===== src/rtl/canny_threshold_encode.sv =====
// canny_threshold_encode: classifies NMS gradient magnitudes into 2-bit strong/weak/none codes
// Ports:
//   clk, rst_s                      pixel clock, synchronous active-low reset
//   pre_frame_vsync/href/clken      input frame, line and pixel valid
//   pre_mag                         gradient magnitude after NMS
//   thr_low, thr_high               weak/strong thresholds, latched at frame start
//   post_frame_vsync/href/clken     sync signals delayed 2 cycles
//   max_g                           2'b10 strong, 2'b01 weak, 2'b00 none
//   strong_cnt, weak_cnt            per-frame pixel counts of the last completed frame
//   stat_valid                      one-cycle pulse when the counts update
module canny_threshold_encode #(
    parameter int MAG_WIDTH   = 11,
    parameter int IMG_WIDTH   = 640,
    parameter int IMG_HEIGHT  = 480,
    parameter int CNT_WIDTH   = 20,
    parameter int BORDER_ZERO = 1
) (
    input  logic                 clk,
    input  logic                 rst_s,
    input  logic                 pre_frame_vsync,
    input  logic                 pre_frame_href,
    input  logic                 pre_frame_clken,
    input  logic [MAG_WIDTH-1:0] pre_mag,
    input  logic [MAG_WIDTH-1:0] thr_low,
    input  logic [MAG_WIDTH-1:0] thr_high,
    output logic                 post_frame_vsync,
    output logic                 post_frame_href,
    output logic                 post_frame_clken,
    output logic [1:0]           max_g,
    output logic [CNT_WIDTH-1:0] strong_cnt,
    output logic [CNT_WIDTH-1:0] weak_cnt,
    output logic                 stat_valid
);
    localparam int CW = (IMG_WIDTH > 1) ? $clog2(IMG_WIDTH) : 1;
    localparam int RW = (IMG_HEIGHT > 1) ? $clog2(IMG_HEIGHT) : 1;
    localparam logic [CW-1:0] COL_LAST = CW'(IMG_WIDTH - 1);
    localparam logic [RW-1:0] ROW_LAST = RW'(IMG_HEIGHT - 1);

    logic                 r1_vsync, r1_href, r1_clken, r1_ok, r2_ok, r3_vsync, r_vs_ok;
    logic [MAG_WIDTH-1:0] r1_mag, r_thr_low, r_thr_high;
    logic [CW-1:0]        r_col_cnt, r1_col;
    logic [RW-1:0]        r_row_cnt, r1_row;
    logic [CNT_WIDTH-1:0] r_acc_s, r_acc_w;

    logic                 w_vs_rise, w_href_fall, w_border, w_vs2_rise, w_vs2_fall;
    logic [1:0]           w_code, w_max_g;
    logic [CNT_WIDTH-1:0] w_s_base, w_w_base, w_s_next, w_w_next;

    // r_vs_ok is set once vsync has been seen low after reset, so a reset in the
    // middle of a frame neither fakes a frame start nor reports the aborted frame.
    assign w_vs_rise   = pre_frame_vsync & ~r1_vsync & r_vs_ok;
    assign w_href_fall = r1_href & ~pre_frame_href;
    assign w_code      = (r1_mag >= r_thr_high) ? 2'b10 : (r1_mag >= r_thr_low) ? 2'b01 : 2'b00;
    assign w_border    = (BORDER_ZERO != 0) && (r1_col == '0 || r1_col == COL_LAST ||
                                                r1_row == '0 || r1_row == ROW_LAST);
    assign w_max_g     = (r1_clken && !w_border) ? w_code : 2'b00;

    // The accumulator update is folded into the snapshot so a pixel landing on
    // the vsync falling-edge cycle still counts towards its own frame.
    assign w_vs2_rise  = post_frame_vsync & ~r3_vsync;
    assign w_vs2_fall  = ~post_frame_vsync & r3_vsync;
    assign w_s_base    = w_vs2_rise ? '0 : r_acc_s;
    assign w_w_base    = w_vs2_rise ? '0 : r_acc_w;
    assign w_s_next    = (post_frame_clken && max_g == 2'b10 && ~&w_s_base) ? w_s_base + 1'b1 : w_s_base;
    assign w_w_next    = (post_frame_clken && max_g == 2'b01 && ~&w_w_base) ? w_w_base + 1'b1 : w_w_base;

    always_ff @(posedge clk) begin
        if (!rst_s) begin
            r1_vsync         <= 1'b0;
            r1_href          <= 1'b0;
            r1_clken         <= 1'b0;
            r1_mag           <= '0;
            r1_col           <= '0;
            r1_row           <= '0;
            r1_ok            <= 1'b0;
            r2_ok            <= 1'b0;
            r3_vsync         <= 1'b0;
            r_vs_ok          <= 1'b0;
            r_col_cnt        <= '0;
            r_row_cnt        <= '0;
            r_thr_low        <= '1;
            r_thr_high       <= '1;
            r_acc_s          <= '0;
            r_acc_w          <= '0;
            post_frame_vsync <= 1'b0;
            post_frame_href  <= 1'b0;
            post_frame_clken <= 1'b0;
            max_g            <= 2'b00;
            strong_cnt       <= '0;
            weak_cnt         <= '0;
            stat_valid       <= 1'b0;
        end else begin
            r1_vsync         <= pre_frame_vsync;
            r1_href          <= pre_frame_href;
            r1_clken         <= pre_frame_clken;
            r1_mag           <= pre_mag;
            r1_col           <= r_col_cnt;
            r1_row           <= r_row_cnt;
            r1_ok            <= r_vs_ok;
            r2_ok            <= r1_ok;
            r3_vsync         <= post_frame_vsync;
            r_vs_ok          <= r_vs_ok | ~pre_frame_vsync;
            if (!pre_frame_href)
                r_col_cnt <= '0;
            else if (pre_frame_clken && r_col_cnt != COL_LAST)
                r_col_cnt <= r_col_cnt + 1'b1;
            if (w_vs_rise)
                r_row_cnt <= '0;
            else if (w_href_fall && r_row_cnt != ROW_LAST)
                r_row_cnt <= r_row_cnt + 1'b1;
            if (w_vs_rise) begin
                r_thr_low  <= thr_low;
                r_thr_high <= thr_high;
            end
            post_frame_vsync <= r1_vsync;
            post_frame_href  <= r1_href;
            post_frame_clken <= r1_clken;
            max_g            <= w_max_g;
            r_acc_s          <= w_s_next;
            r_acc_w          <= w_w_next;
            stat_valid       <= w_vs2_fall & r2_ok;
            if (w_vs2_fall && r2_ok) begin
                strong_cnt <= w_s_next;
                weak_cnt   <= w_w_next;
            end
        end
    end
endmodule


===== config.mk =====
export PLATFORM = sky130hd
export DESIGN_NAME = canny_threshold_encode
export DESIGN_NICKNAME = d
export VERILOG_FILES = /design/src/rtl/canny_threshold_encode.sv
export SDC_FILE = /design/constraint.sdc
export NUM_CORES = 1
export LEC_CHECK = 0
export CAP_MARGIN = 40
export CORE_UTILIZATION = 40
export CTS_CLUSTER_DIAMETER = 100
export DETAILED_ROUTE_END_ITERATION = 16
export GPL_TIMING_DRIVEN = 0
export PLACE_DENSITY = 0.68
export SLEW_MARGIN = 20
export SYNTH_ARGS = -nofsm -noshare
export SYNTH_HDL_FRONTEND = slang
export SYNTH_SLANG_ARGS = --single-unit

===== constraint.sdc =====
create_clock -name clk -period 5.39 [get_ports clk]
set_clock_uncertainty 0.1 [all_clocks]
set_input_delay 1.078 -clock clk [delete_from_list [all_inputs] [get_ports clk]]
set_output_delay 1.078 -clock clk [all_outputs]
set_load 0.01 [all_outputs]

Word level (Yosys, flattened, before mapping) --
Cells that the tools add are included.
Storage, ports and cells: flip-flop bits (word level) 164, latch bits 0, bits in writable memories 0, bits in read-only memories 0, input bits 38, output and inout bits 46, word-level logic and storage cells 78, memories kept 0
Cells by class: add/subtract/negate cells 4, multiply operators 0, divide/modulo/power cells 0, magnitude comparators 2, eq/ne operators 6, shifts and indexed selects 0, multiplexer cells 6, bitwise operators 14, reductions and logical operators 22
Operator list (number):
- $mux W20 | 4
- $add A20 B1 Y20 const B | 2
- $reduce_and A20 Y1 | 2
- $ge A11 B11 Y1 | 2
- $add A10 B1 Y10 const B | 1
- $eq A10 B10 Y1 const B | 1
- $logic_not A10 Y1 | 1
- $ne A10 B10 Y1 const B | 1
- $add A9 B1 Y9 const B | 1
- $eq A9 B9 Y1 const B | 1
- $logic_not A9 Y1 | 1
- $ne A9 B9 Y1 const B | 1
- $logic_and A1 B1 Y1 | 8
- $not A1 Y1 | 7
- $and A1 B1 Y1 | 6
- $reduce_and A2 Y1 | 2
- $logic_not A1 Y1 | 3
- $logic_or A1 B1 Y1 | 3
- $reduce_or A3 Y1 | 1
- $eq A2 B1 Y1 const B | 1
- $eq A2 B2 Y1 const B | 1
- $mux W2 | 1
- $reduce_or A2 Y1 | 1
- $mux W1 | 1
- $or A1 B1 Y1 | 1

Depth between registers and ports, before layout --
depth in word-level cells 8, depth in mapped cells 13, gate-level depth less buffers 10

Worst setup path after synthesis --
Ideal clock, no wire load.
kind reg-to-reg, start register post_frame_vsync, end register weak_cnt[1], library setup time 0.128 ns, data arrival time 2.527 ns, required time 5.162 ns, path slack 2.635 ns, cell stages (with the launch flop) 14, buffers on the path 3, clock period less this slack 2.755 ns, path through dfxtp_1 > nand2b_1 > buf_2 > clkbuf_1 > clkbuf_1 > nand2_1 > inv_1 > ha_1 > nand2_1 > nor3_1 > nand4_1 > nand2_1 > mux2i_1 > a21oi_1
On the way: cells in the longest elaborated chain, start to end 6, elaborated cells between the ends (all ways) 10, classes of those cells add/sub: 1; mux: 2; bitwise: 3; reduce/logical: 4
RTL lines:
- from (decl) | RTL line 26 | output logic post_frame_vsync,
- from (signal assigned) | RTL line 115 | post_frame_vsync <= r1_vsync;
- parallel branches: the longest is 6 deep, another holds $add A20 B1 Y20
- to (signal assigned) | RTL line 124 | weak_cnt <= w_w_next;
- to (decl) | RTL line 31 | output logic [CNT_WIDTH-1:0] weak_cnt,
Several ways; the timed one is not identified. A chain may end at the register's enable or synchronous reset.

Final worst setup path --
start register r3_vsync, end register weak_cnt[1]
On the way: cells in the longest elaborated chain, start to end 7, elaborated cells between the ends (all ways) 10, classes of those cells add/sub: 1; mux: 2; bitwise: 3; reduce/logical: 4
RTL lines:
- from (decl) | RTL line 39 | logic r1_vsync, r1_href, r1_clken, r1_ok, r2_ok, r3_vsync, r_vs_ok;
- from (signal assigned) | RTL line 101 | r3_vsync <= post_frame_vsync;
- parallel branches: the longest is 7 deep, another holds $add A20 B1 Y20
Several ways; the timed one is not identified.

==> reports/results.txt <==
The flow ran to the end, and the final reports show no timing, DRC or antenna violations. TritonCTS created 17 clock buffers. After the first detailed-routing iteration, the DRC count stood at 302.

In this run the worst path has a maximum fanout of 10. The fraction of synthesized area in multiplexers was 0.7180%; the number of maximum-capacitance constraint violations was 0. The logs give 1079 for the placed instance count and 3.85 ns for the endpoint arrival time on the critical path.

The most used flip-flop cell after synthesis was dfxtp_1. For this design the top-level I/O count stands at 84. From bottom edge to top edge, the die measures 134.0 µm. After floorplanning, the core was divided into 47 placement rows. The number of buffers added for setup after CTS is 0, and the overall die area is 17960 µm². The detailed placement HPWL was 11.67 mm; the static power due to leakage was 3.373 nW. Global routing finished with a remaining overflow of 0.

The xor and xnor fraction of the mapped netlist area came out at 6.283%. Measured along the x axis, the die boundary spans 134.0 µm. The synthesized netlist devotes 4.667% of its cell area to adder and majority cells. TritonCTS built the clock tree.

The total of fill cells in the finished design was 1571; the part of the Yosys area used for sequential elements was 47.10%. The count of unresolved DRC violations after routing came out at 0. In the final layout, flip-flops and latches occupy 3283 µm². The final number of setup-violating endpoints is 0.

For the pin with the worst max-slew slack, the measured transition is 0.7904 ns. Setup repair after global routing left no endpoint under its margin. For this design the ratio of total power to cell area is 307.6 nW/µm².

Summing the areas of all and, or, nand and nor instances in the mapped netlist gives 23.95% of the synthesized area. The run gives 0 as the final-report max-slew violation count. The count of instances resized after the clock tree is built was 0.

The run gives 0.3402 ns as the worst slack on hold paths. The worst setup path is captured at a flop. Global routing consumed, over all layers together, 18.64% of the routing resources. The number of flip-flops and latches in the synthesized netlist was 164; the compound-cell area share of the yosys netlist was 13.55%. The core region is 16820 µm². After clock tree synthesis, the clock-pin slew on the worst setup and hold paths is 0.06 ns.

Commonest non-fill, non-tap cell in the layout: dfxtp_1. The count of inserted antenna diode cells is 0, and the final period utilization is 67.80%. The path class of the tightest hold or removal check is reg2reg. The highest metal layer carrying signal wires in the routed design is met4. After detailed routing, the met3 layer carries 795 µm of wire. For this configuration, the core starts out at a cell density of 41.44%. Entering global routing, the biggest net connects 17 pins. CTS placed an instance of clkbuf_16 at the clock tree root. The number of port buffers was 83. The number of enable flip-flop cells after synthesis was 0; the worst voltage drop across the vdd grid was 0.0002373 V. The worst-case clock buffer depth is 2, and the number of hold-repair buffers added at the cts stage is 0.

The first global-routing pass estimated 25.84 mm of wire. The Yosys warning count is 0. After the last flow step, the layout net total stands at 943.

Per-instance average area after synthesis: 8.983 µm². The share of Yosys cell area claimed by the top area cell type is 47.10%, and the peak clock frequency supported by timing is 273.7 MHz. The run gives 164 as the total clock sinks.

The required time at the endpoint of the critical path came out at 5.59 ns. The first detailed-routing pass took 5 iterations. In the synthesized netlist the async set-or-reset flop fraction comes to 0%.

The biggest area contributor in the post-synthesis netlist is dfxtp_1. For this block, wires on met1 add up to 7.598 mm. After layout, the worst setup slack is 1.736 ns.

The later pin in the worst-skew pair is clocked with a latency of 0.43 ns. The tools report the sum of met2 wire segment lengths after detailed routing as 7.511 mm. For the area of placed instances, the log shows 8077 µm². After routing the design area is 8728 µm². The count of nets left with antenna violations once routing finished came out at 0.

Headroom to the max-slew limit came out at 46.47%. After detailed routing, the average wire length per cell comes to 14.50 µm. The cell area that synthesis handed to floorplanning was 6970 µm².

Leaving out fill and tap cells, the most frequent cells in the layout are dfxtp_1 (164), nand2_1 (88), clkdlybuf4s50_1 (83). The smallest clock period supported by the final layout is computed as 3.654 ns. In the final timing run, aggregate negative setup slack is 0 ns. At the end of routability-driven placement, the weighted congestion stood at 0.9009.

The final hold violation count came out at 0. The run gives 5581 as the via count. Ranked by total cell area, the synthesized netlist is headed by dfxtp_1 (47%), and2_1 (5.4%), nand2_1 (4.7%).

Wires add up to 16.11 mm. The detailed-route vias per instance works out to 5.023. Compared with the post-synthesis result, the final layout area differs by 25.22%.

In the final layout, the share of cells above drive strength 1 is 5.948%. The worst setup path is launched from a flop. The largest family of logic cells by synthesized area is simple AND/OR/NAND/NOR gates. Synthesis produced a netlist whose cell count is 776. The logs give 51 for the count of unique library cells instantiated by Yosys and 1111 for the final cell count without fillers. The via count of the first global-routing pass came out at 5181. The post-synthesis net count was 840; the number of H-tree levels was 4. The combined area of the multi-input logic cells is 3427 µm², and the worst setup slack after placement is 1.808 ns.

The initial antenna violation count was 0. The critical setup path kind was reg2reg.
## worst max-delay path, stage by stage (launching register included)
cell,delay (ns)
dfxtp_1,0.34
nand2b_1,0.11
buf_2,0.23
clkbuf_1,0.42
clkbuf_1,0.49
nand2_1,0.11
inv_1,0.10
ha_1,0.29
nand2_1,0.10
nor3_1,0.28
nand4_1,0.29
nand2_1,0.24
mux2i_1,0.32
a21oi_1,0.10
## metrics by stage
step           util (%)  power, mW
2_1_floorplan         -      1.332
3_3_place_gp      48.02      1.393
3_5_place_dp      48.02      1.394
4_1_cts           51.85      2.711
5_1_grt           51.90      2.779
6_report          51.90      2.685
## worst paths after layout
check | startpoint | end | slack, ns | cells past startpoint
hold / removal | r1_ok$_SDFF_PN0_ | r2_ok$_SDFF_PN0_ | 0.34 | 1
hold reg to reg | r1_ok$_SDFF_PN0_ | r2_ok$_SDFF_PN0_ | 0.34 | 1
setup / recovery | r3_vsync$_SDFF_PN0_ | weak_cnt[1]$_SDFFE_PN0P_ | 1.74 | 13
setup reg to reg | r3_vsync$_SDFF_PN0_ | weak_cnt[1]$_SDFFE_PN0P_ | 1.74 | 13
## sequential cells by signal (all words and copies together), names as in the netlist, 2 cells and up
signal	cells
r_acc_s	20
r_acc_w	20
strong_cnt	20
weak_cnt	20
r1_mag	11
r_thr_high	11
r_thr_low	11
r1_col	10
r_col_cnt	10
r1_row	9
r_row_cnt	9
max_g	2
## cell families after synthesis
logic type | Yosys count
AOI/OAI and AO/OA | 139
and+or+nand+nor | 324
xor gates and xnor gates | 50
muxes | 5
DFF | 164
adders and majority gates | 26
buffers and inverters | 68
## area by class of cell
type | instances | share of cell area (%)
Multi-Input combinational cell | 544 | 39.26
Sequential cell | 164 | 37.61
Timing Repair Buffer | 84 | 9.604
Clock buffer | 20 | 5.118
Tap cell | 220 | 3.154
Clock inverter | 11 | 2.265
Buffer | 36 | 1.606
Inverter | 32 | 1.376
## layer usage
| layer | track usage, % | up-vias |
|---|---|---|
| met1 | 24.14 | 2578 |
| met4 | 6.755 | 0 |
| li1 | - | 2873 |
| met3 | 4.271 | 17 |
| met2 | 30.22 | 113 |
| met5 | 0 | - |
## cell usage after synthesis (2+ instances only)
| master | number |
|---|---|
| a211oi_1 | 3 |
| a21boi_0 | 3 |
| a21oi_1 | 35 |
| a31oi_1 | 2 |
| and2_1 | 60 |
| and3_1 | 13 |
| and4_1 | 5 |
| buf_1 | 2 |
| buf_2 | 4 |
| clkbuf_1 | 30 |
| dfxtp_1 | 164 |
| ha_1 | 26 |
| inv_1 | 32 |
| mux2i_1 | 5 |
| nand2_1 | 88 |
| nand2b_1 | 3 |
| nand3_1 | 26 |
| nand3b_1 | 3 |
| nand4_1 | 15 |
| nand4b_1 | 3 |
| nor2_1 | 53 |
| nor2b_1 | 14 |
| nor3_1 | 14 |
| nor3b_1 | 5 |
| nor4_1 | 10 |
| o2111ai_1 | 2 |
| o211a_1 | 5 |
| o211ai_1 | 22 |
| o21ai_0 | 43 |
| o21ba_2 | 11 |
| o41ai_1 | 2 |
| or2_2 | 3 |
| or3_1 | 4 |
| xnor2_1 | 21 |
| xor2_1 | 29 |
## report_power, final
part | internal, mW | leakage [nW] | switching (mW)
registers | 1.23 | 1.33 | 0.0101
clock network | 0.836 | 0.311 | 0.482
logic | 0.0583 | 1.73 | 0.0657
Power figures use the tool's default switching activity.
